File: src/rtl/lcd_hd44780_responder.sv
// lcd_hd44780_responder: LCD-side model of a 4/8-bit HD44780 bus, decoding E strobes into bytes and answering status reads.
// Ports: clk/rst_n clock and async active-low reset; lcd_e/lcd_rs/lcd_rw/lcd_data_in pins from the initiator;
// lcd_data_out/lcd_data_oe read-back nibble and its drive enable; byte_valid/byte_data/byte_rs/overrun completed
// write bytes; busy, addr_counter and four_bit_mode expose the controller state.
module lcd_hd44780_responder #(
  parameter int SYNC_STAGES       = 2,
  parameter int BUSY_CYCLES       = 2000,
  parameter int CLEAR_BUSY_CYCLES = 82000
) (
  input  logic       clk,
  input  logic       rst_n,
  input  logic       lcd_e,
  input  logic       lcd_rs,
  input  logic       lcd_rw,
  input  logic [3:0] lcd_data_in,
  output logic [3:0] lcd_data_out,
  output logic       lcd_data_oe,
  output logic       byte_valid,
  output logic [7:0] byte_data,
  output logic       byte_rs,
  output logic       overrun,
  output logic       busy,
  output logic [6:0] addr_counter,
  output logic       four_bit_mode
);
  localparam int MAX_BUSY = (BUSY_CYCLES > CLEAR_BUSY_CYCLES) ? BUSY_CYCLES : CLEAR_BUSY_CYCLES;
  localparam int CW = $clog2(MAX_BUSY + 1);
  // Each synchronizer stage carries {e, rs, rw, data[3:0]}.
  logic [SYNC_STAGES-1:0][6:0] sync_q, sync_d;
  logic          e_prev_q, e_prev_d;
  logic          phase_q, phase_d;
  logic [3:0]    hi_q, hi_d;
  logic          four_q, four_d;
  logic [6:0]    ac_q, ac_d;
  logic [CW-1:0] cnt_q, cnt_d;
  logic          bv_q, bv_d;
  logic [7:0]    bd_q, bd_d;
  logic          brs_q, brs_d;
  logic          ovr_q, ovr_d;
  logic          e_s, rs_s, rw_s;
  logic [3:0]    d_s;
  logic          strobe, complete, busy_w;
  logic [7:0]    byte_in;
  assign {e_s, rs_s, rw_s, d_s} = sync_q[SYNC_STAGES-1];
  assign strobe   = e_prev_q & ~e_s;
  // A write completes a byte at once in 8-bit mode, or on the second nibble in 4-bit mode.
  assign complete = strobe & ~rw_s & (~four_q | phase_q);
  assign byte_in  = four_q ? {hi_q, d_s} : {d_s, 4'h0};
  assign busy_w   = cnt_q != '0;
  always_comb begin
    sync_d[0] = {lcd_e, lcd_rs, lcd_rw, lcd_data_in};
    for (int i = 1; i < SYNC_STAGES; i++) sync_d[i] = sync_q[i-1];
  end
  always_comb begin
    e_prev_d = e_s;
    hi_d     = (strobe & four_q & ~phase_q) ? d_s : hi_q;
    phase_d  = (strobe & four_q) ? ~phase_q : phase_q;
    four_d   = four_q;
    ac_d     = ac_q;
    cnt_d    = busy_w ? cnt_q - CW'(1) : cnt_q;
    bv_d     = complete;
    bd_d     = complete ? byte_in : bd_q;
    brs_d    = complete ? rs_s : brs_q;
    ovr_d    = complete & busy_w;
    // A completed byte always reloads the counter, overriding the decrement.
    if (complete) begin
      cnt_d = CW'(BUSY_CYCLES);
      if (rs_s) ac_d = ac_q + 7'd1;
      else if (byte_in == 8'h01 || byte_in[7:1] == 7'h01) begin
        ac_d  = '0;
        cnt_d = CW'(CLEAR_BUSY_CYCLES);
      end
      else if (byte_in[7]) ac_d = byte_in[6:0];
      else if (byte_in[7:5] == 3'b001) begin
        four_d  = ~byte_in[4];
        phase_d = 1'b0;
      end
    end
  end
  always_ff @(posedge clk or negedge rst_n) begin
    if (!rst_n) begin
      sync_q   <= '0;
      e_prev_q <= 1'b0;
      phase_q  <= 1'b0;
      hi_q     <= '0;
      four_q   <= 1'b0;
      ac_q     <= '0;
      cnt_q    <= '0;
      bv_q     <= 1'b0;
      bd_q     <= '0;
      brs_q    <= 1'b0;
      ovr_q    <= 1'b0;
    end else begin
      sync_q   <= sync_d;
      e_prev_q <= e_prev_d;
      phase_q  <= phase_d;
      hi_q     <= hi_d;
      four_q   <= four_d;
      ac_q     <= ac_d;
      cnt_q    <= cnt_d;
      bv_q     <= bv_d;
      bd_q     <= bd_d;
      brs_q    <= brs_d;
      ovr_q    <= ovr_d;
    end
  end
  // Status nibble first (busy + AC high bits), then AC low bits on the second 4-bit read.
  assign lcd_data_oe   = rw_s & e_s;
  assign lcd_data_out  = !lcd_data_oe ? 4'h0 : (four_q & phase_q) ? ac_q[3:0] : {busy_w, ac_q[6:4]};
  assign byte_valid    = bv_q;
  assign byte_data     = bd_q;
  assign byte_rs       = brs_q;
  assign overrun       = ovr_q;
  assign busy          = busy_w;
  assign addr_counter  = ac_q;
  assign four_bit_mode = four_q;
endmodule

File: config.mk
export PLATFORM = sky130hd
export DESIGN_NAME = lcd_hd44780_responder
export DESIGN_NICKNAME = d
export VERILOG_FILES = /design/src/rtl/lcd_hd44780_responder.sv
export SDC_FILE = /design/constraint.sdc
export NUM_CORES = 1
export LEC_CHECK = 0
export CORE_MARGIN = 5
export CORE_UTILIZATION = 50
export DETAILED_ROUTE_END_ITERATION = 10
export GPL_ROUTABILITY_DRIVEN = 0
export MAX_ROUTING_LAYER = met4
export PLACE_DENSITY_LB_ADDON = 0.25
export REMOVE_ABC_BUFFERS = 1
export SLEW_MARGIN = 20
export SYNTH_ARGS = -nofsm -noshare
export SYNTH_HDL_FRONTEND = slang
export SYNTH_SLANG_ARGS = --single-unit
File: constraint.sdc
create_clock -name clk -period 2.6 [get_ports clk]
set_input_delay 0.26 -clock clk [delete_from_list [all_inputs] [get_ports clk]]
set_output_delay 0.26 -clock clk [all_outputs]
set_load 0.05 [all_outputs]
* Word level (Yosys, flattened, before mapping)
Cells that the tools add are included.
** Word-level totals
- Flip-flop bits (word level) :: 56
- ROM bits :: 0
- Memories :: 0
- Output and inout bits :: 25
- Input bits :: 9
- Bits in latches :: 0
- RAM bits :: 0
** Cells by class
- Bitwise operators :: 17
- Div/mod/pow operators :: 0
- Magnitude comparators :: 0
- Multipliers :: 0
- Shift-type cells :: 0
- $add $sub $neg :: 2
- Reduce and logical (&&, ||, !) cells :: 6
- Eq/ne operators :: 3
- Muxes and demuxes :: 16
** Operator list (number)
- $mux W17 :: 4
- $mux W7 :: 3
- $reduce_bool A17 Y1 :: 1
- $sub A17 B1 Y17 const B :: 1
- $and A1 B1 Y1 :: 8
- $eq A8 B1 Y1 const B :: 1
- $mux W4 :: 2
- $mux W8 :: 1
- $not A1 Y1 :: 8
- $add A7 B1 Y7 const B :: 1
- $eq A7 B1 Y1 const B :: 1
- $mux W1 :: 6
- $reduce_and A5 Y1 :: 1
- $eq A3 B1 Y1 const B :: 1
- $reduce_bool A3 Y1 :: 1
- $reduce_and A2 Y1 :: 1
- $reduce_bool A2 Y1 :: 1
- $logic_or A1 B1 Y1 :: 1
- $or A1 B1 Y1 :: 1

* Longest topological paths before layout
- Word-level depth :: 9
- Mapped depth :: 10
- Gate-level depth less buffers :: 8

* Least setup slack after synthesis
No wires, ideal clock.
- Path type :: register to output
- Start :: reg cnt_q[0]
- End :: out lcd_data_out[3]
- Data required time :: 2.340 ns
- Slack :: -0.064 ns
- Stages on the path, launching flop included :: 9
- Data arrival time :: 2.404 ns
- Buffers on the path :: 2
- Cell sequence :: dfrtp_1 inv_1 ha_1 or4b_1 buf_2 or4_4 buf_6 nor2_8 a211oi_1
** On the way
- Word-level cells in the longest chain between the ends :: 3
** RTL lines
- from (decl) :: line 35 : logic [CW-1:0] cnt_q, cnt_d;
- from (signal assigned) :: line 100 : cnt_q <= cnt_d;
- $reduce_bool A17 Y1 :: line 49 : assign busy_w = cnt_q != '0;
- $mux W4 (2 in a row) :: line 109 : assign lcd_data_out = !lcd_data_oe ? 4'h0 : (four_q & phase_q) ? ac_q[3:0] : {busy_w, ac_q[6:4]};
- to (decl) :: line 16 : output logic [3:0] lcd_data_out,
No other way between the ends.

* Worst setup path after layout
- Start :: reg cnt_q[14]
- End :: out lcd_data_out[3]
The elaborated chain is that of the path after synthesis.

==> flow_summary.toml <==
[clocking]
cts_htree_levels = 2
clock-sinks = 56
cts_root_buffer = "clkbuf_8"
ctsHoldBuffers = 0
cts_tree = "yes"
insertion_delay_ps = 310
clk_pin_slew_ps = 100
clock_path_buffers = 2
cts_buffers = 5

[logic_synthesis]
synthCells = 245
synth_cell_type_count = 45
avgSynthCellArea_sq_um = 10.4
synth_top_area_cell = "dfrtp_1"
ys_seq_area_share_pct = 55.0
synth_area_sq_um = 2550
synth_area_leaders = "dfrtp_1 55%, nand2_1 4.6%, o21ai_0 3.3%"
ys_seq_elements = 56
synth.top_cell.area_share_pct = 55.0
yosysWarnings = 0

[die]
pin_count = 34
core-area_sq_um = 5040
dieArea_sq_um = 6630
fp-row-count = 26
initial_utilization_pct = 50.5
die_w_um = 81.4
die_h_um = 81.4

[final_layout]
diodes = 0
seq_area_sq_um = 1400
final_common_cell = "dfrtp_1"
syn2layout_area_growth_pct = 23.8
drive_gt1_share_pct = 17.5
nFillCells = 408
final_nets = 303
layout_common_cells = "56 x dfrtp_1, 31 x nand2_1, 29 x clkdlybuf4s50_1"
multi_input_area_sq_um = 1080

[sta]
finalClockSkew_ps = 7.22
tightest_slew_ps = 805
fin_crit_ps = 2510
grt_setup_unrepaired = "no"
slew_headroom_pct = 46.3
final-setup-viol-count = 0
finalMaxSlewViolations = 0
max_freq_mhz = 399
hold_ws_ps = 29.8
hold_violations = 0
fin_crit_sh_pct = 96.5

[route]
viasPerCell = 5.45
ant_nets = 0
detail_route.wl_per_cell_um = 14.9
drt_iter0_drc = 120
drt_wl_total_mm = 5.40
routed-via-count = 1972
drc = 0
drtPass1Iterations = 4

[global_routing]
grt_max_degree = 39
grt.total_usage_pct = 18.9
overflow = 0
antenna_found_initial = 0
grt_pass1_wl_mm = 9.35
grt_pass1_vias = 1918

[placement]
portBuffers = 33
dp_hpwl_mm = 3.78

[flow_run]
cap_viol_max_count = 0

[power_and_ir_drop]
seq_power_share_pct = 48.0
max-vdd-ir-drop_uv = 485
p_clk_share_pct = 19.2
power_density_nw_per_um2 = 807
p_sw_w = 0.000965
power_frac_comb_pct = 32.8
switching_share_pct = 37.9
power.leakage_nw = 1.38
internal_power_w = 0.00158
total_power_w = 0.00255

[critical_path]
r2r-end = "addr_counter[3]"
endpoint_kind = "primary output"
cpMostUsedCell = "or4_4"
cp-start-kind = "register"
cp.required_ps = 2340
r2r-start = "four_bit_mode"
cp_num_buf_inv = 1
reg2reg_setup_slack_ps = 330
crit_arrival_ps = 2250
worstSetupPathType = "reg -> out"
r2r_cells = 5
crit_path_cell_trace = "or4_4 -> or4_4 -> nor2_8 -> a211oi_2 -> buf_6"
cpLargestDelayFamily = "simple AND/OR/NAND/NOR gates"
crit_path_max_fanout = 5
critical_path.slowest_cell = "or4_4"
slowest_delay_ps = 580

[outcome]
outcome = "finished, final reports clean"

[worst_hold_path]
min_path_type = "in -> async"
-- timing repair --
action | 4_1_cts | 5_1_grt
pin swaps | 4 | 4
setup endpoints to repair | 2 | 3
setup buffers | 6 | 1
gates resized for setup | 6 | 3
-- per-stage QoR --
| stage | cell area, sq um | setup WS [ps] | instances | TNS (ps) | utilization [%] |
|---|---|---|---|---|---|
| after CTS | 3140 | -26.2 | 361 | -50.2 | 62.2 |
| after global routing | 3160 | 10.2 | 362 | 0 | 62.6 |
| after floorplan | 2500 | -297 | 235 | -1350 | - |
| after detailed placement | 2980 | 238 | 347 | 0 | 59.0 |
| final | 3160 | 92.0 | 362 | 0 | 62.6 |
| after global placement | 2980 | 281 | 347 | 0 | 59.0 |
-- synthesized netlist by cell type, drive strengths merged --
cell / number
o21ai: 20
ha: 3
nor4: 3
a32oi: 2
clkbuf: 6
xor2: 8
a221o: 1
or2: 4
or3: 6
nand2b: 1
o22ai: 1
mux2: 7
or4b: 2
buf: 4
a211oi: 2
o211ai: 3
nand3: 12
o31a: 1
nand2: 31
clkinv: 1
xnor2: 5
o21bai: 1
or4: 5
nor3: 8
mux2i: 3
o41ai: 1
a21oi: 7
a222oi: 3
a41oi: 1
dfrtp: 56
nor2b: 3
o31ai: 1
nor2: 21
inv: 11
o311ai: 1
-- flip-flops by register name, indices dropped and copies added, names as in the netlist, 4 cells and up --
| signal | count |
|---|---|
| cnt_q | 17 |
| hi_q | 4 |
| addr_counter | 7 |
| byte_data | 8 |
| d_s | 4 |
| sync_d | 7 |
-- worst register-to-register path: cells and delay by family (launching register included) --
kind / cells / cell delay (ps)
AO/OA/AOI/OAI: 1 / 170
AND/OR/NAND/NOR: 4 / 1430
flip-flops: 1 / 540
-- power groups by stage --
stage / clock network, W / registers, W / logic (W)
after global placement: 0 / 0.00123 / 0.000756
after global routing: 0.000539 / 0.00125 / 0.000905
final: 0.000489 / 0.00122 / 0.000834
after CTS: 0.000510 / 0.00122 / 0.000822
after detailed placement: 0 / 0.00123 / 0.000775
after floorplan: 0 / 0.00139 / 0.000342
-- layer usage --
metal	vias up	track usage, %	share of wire (%)
li1	949	-	-
met1	956	26.1	47
met2	60	27.6	47
met3	7	4.21	5.2
met4	0	6.42	1.1
met5	-	-	0
-- kinds of logic after synthesis --
logic type	after synthesis	synth area share (%)
compound gates	45	11.6
buf+inv	22	3.63
xor+xnor	13	4.47
flops	56	55.0
simple gates	96	19.5
mux	10	4.27
fa+ha+maj	3	1.47
-- final cells by class --
class                      count  area share, %
timing repair buffer          49           14.3
sequential                    56           44.4
clock inverter                 3          0.833
inverter                      12           1.43
multi-input combinational    167           34.1
clock buffer                   5           2.18
tap                           70           2.78
-- worst max path at each step --
stage / from / end / slack, ps / cells after the start
6_report: cnt_q[14] / lcd_data_out[3] / 90 / 5
5_1_grt: cnt_q[14] / lcd_data_out[3] / 10 / 5
4_1_cts: cnt_q[1] / lcd_data_out[3] / -30 / 7
3_5_place_dp: cnt_q[0] / lcd_data_out[3] / 240 / 7
3_3_place_gp: cnt_q[0] / lcd_data_out[3] / 280 / 7
2_1_floorplan: four_bit_mode / addr_counter[0] / -300 / 5
(Power assumes the default switching activity.)
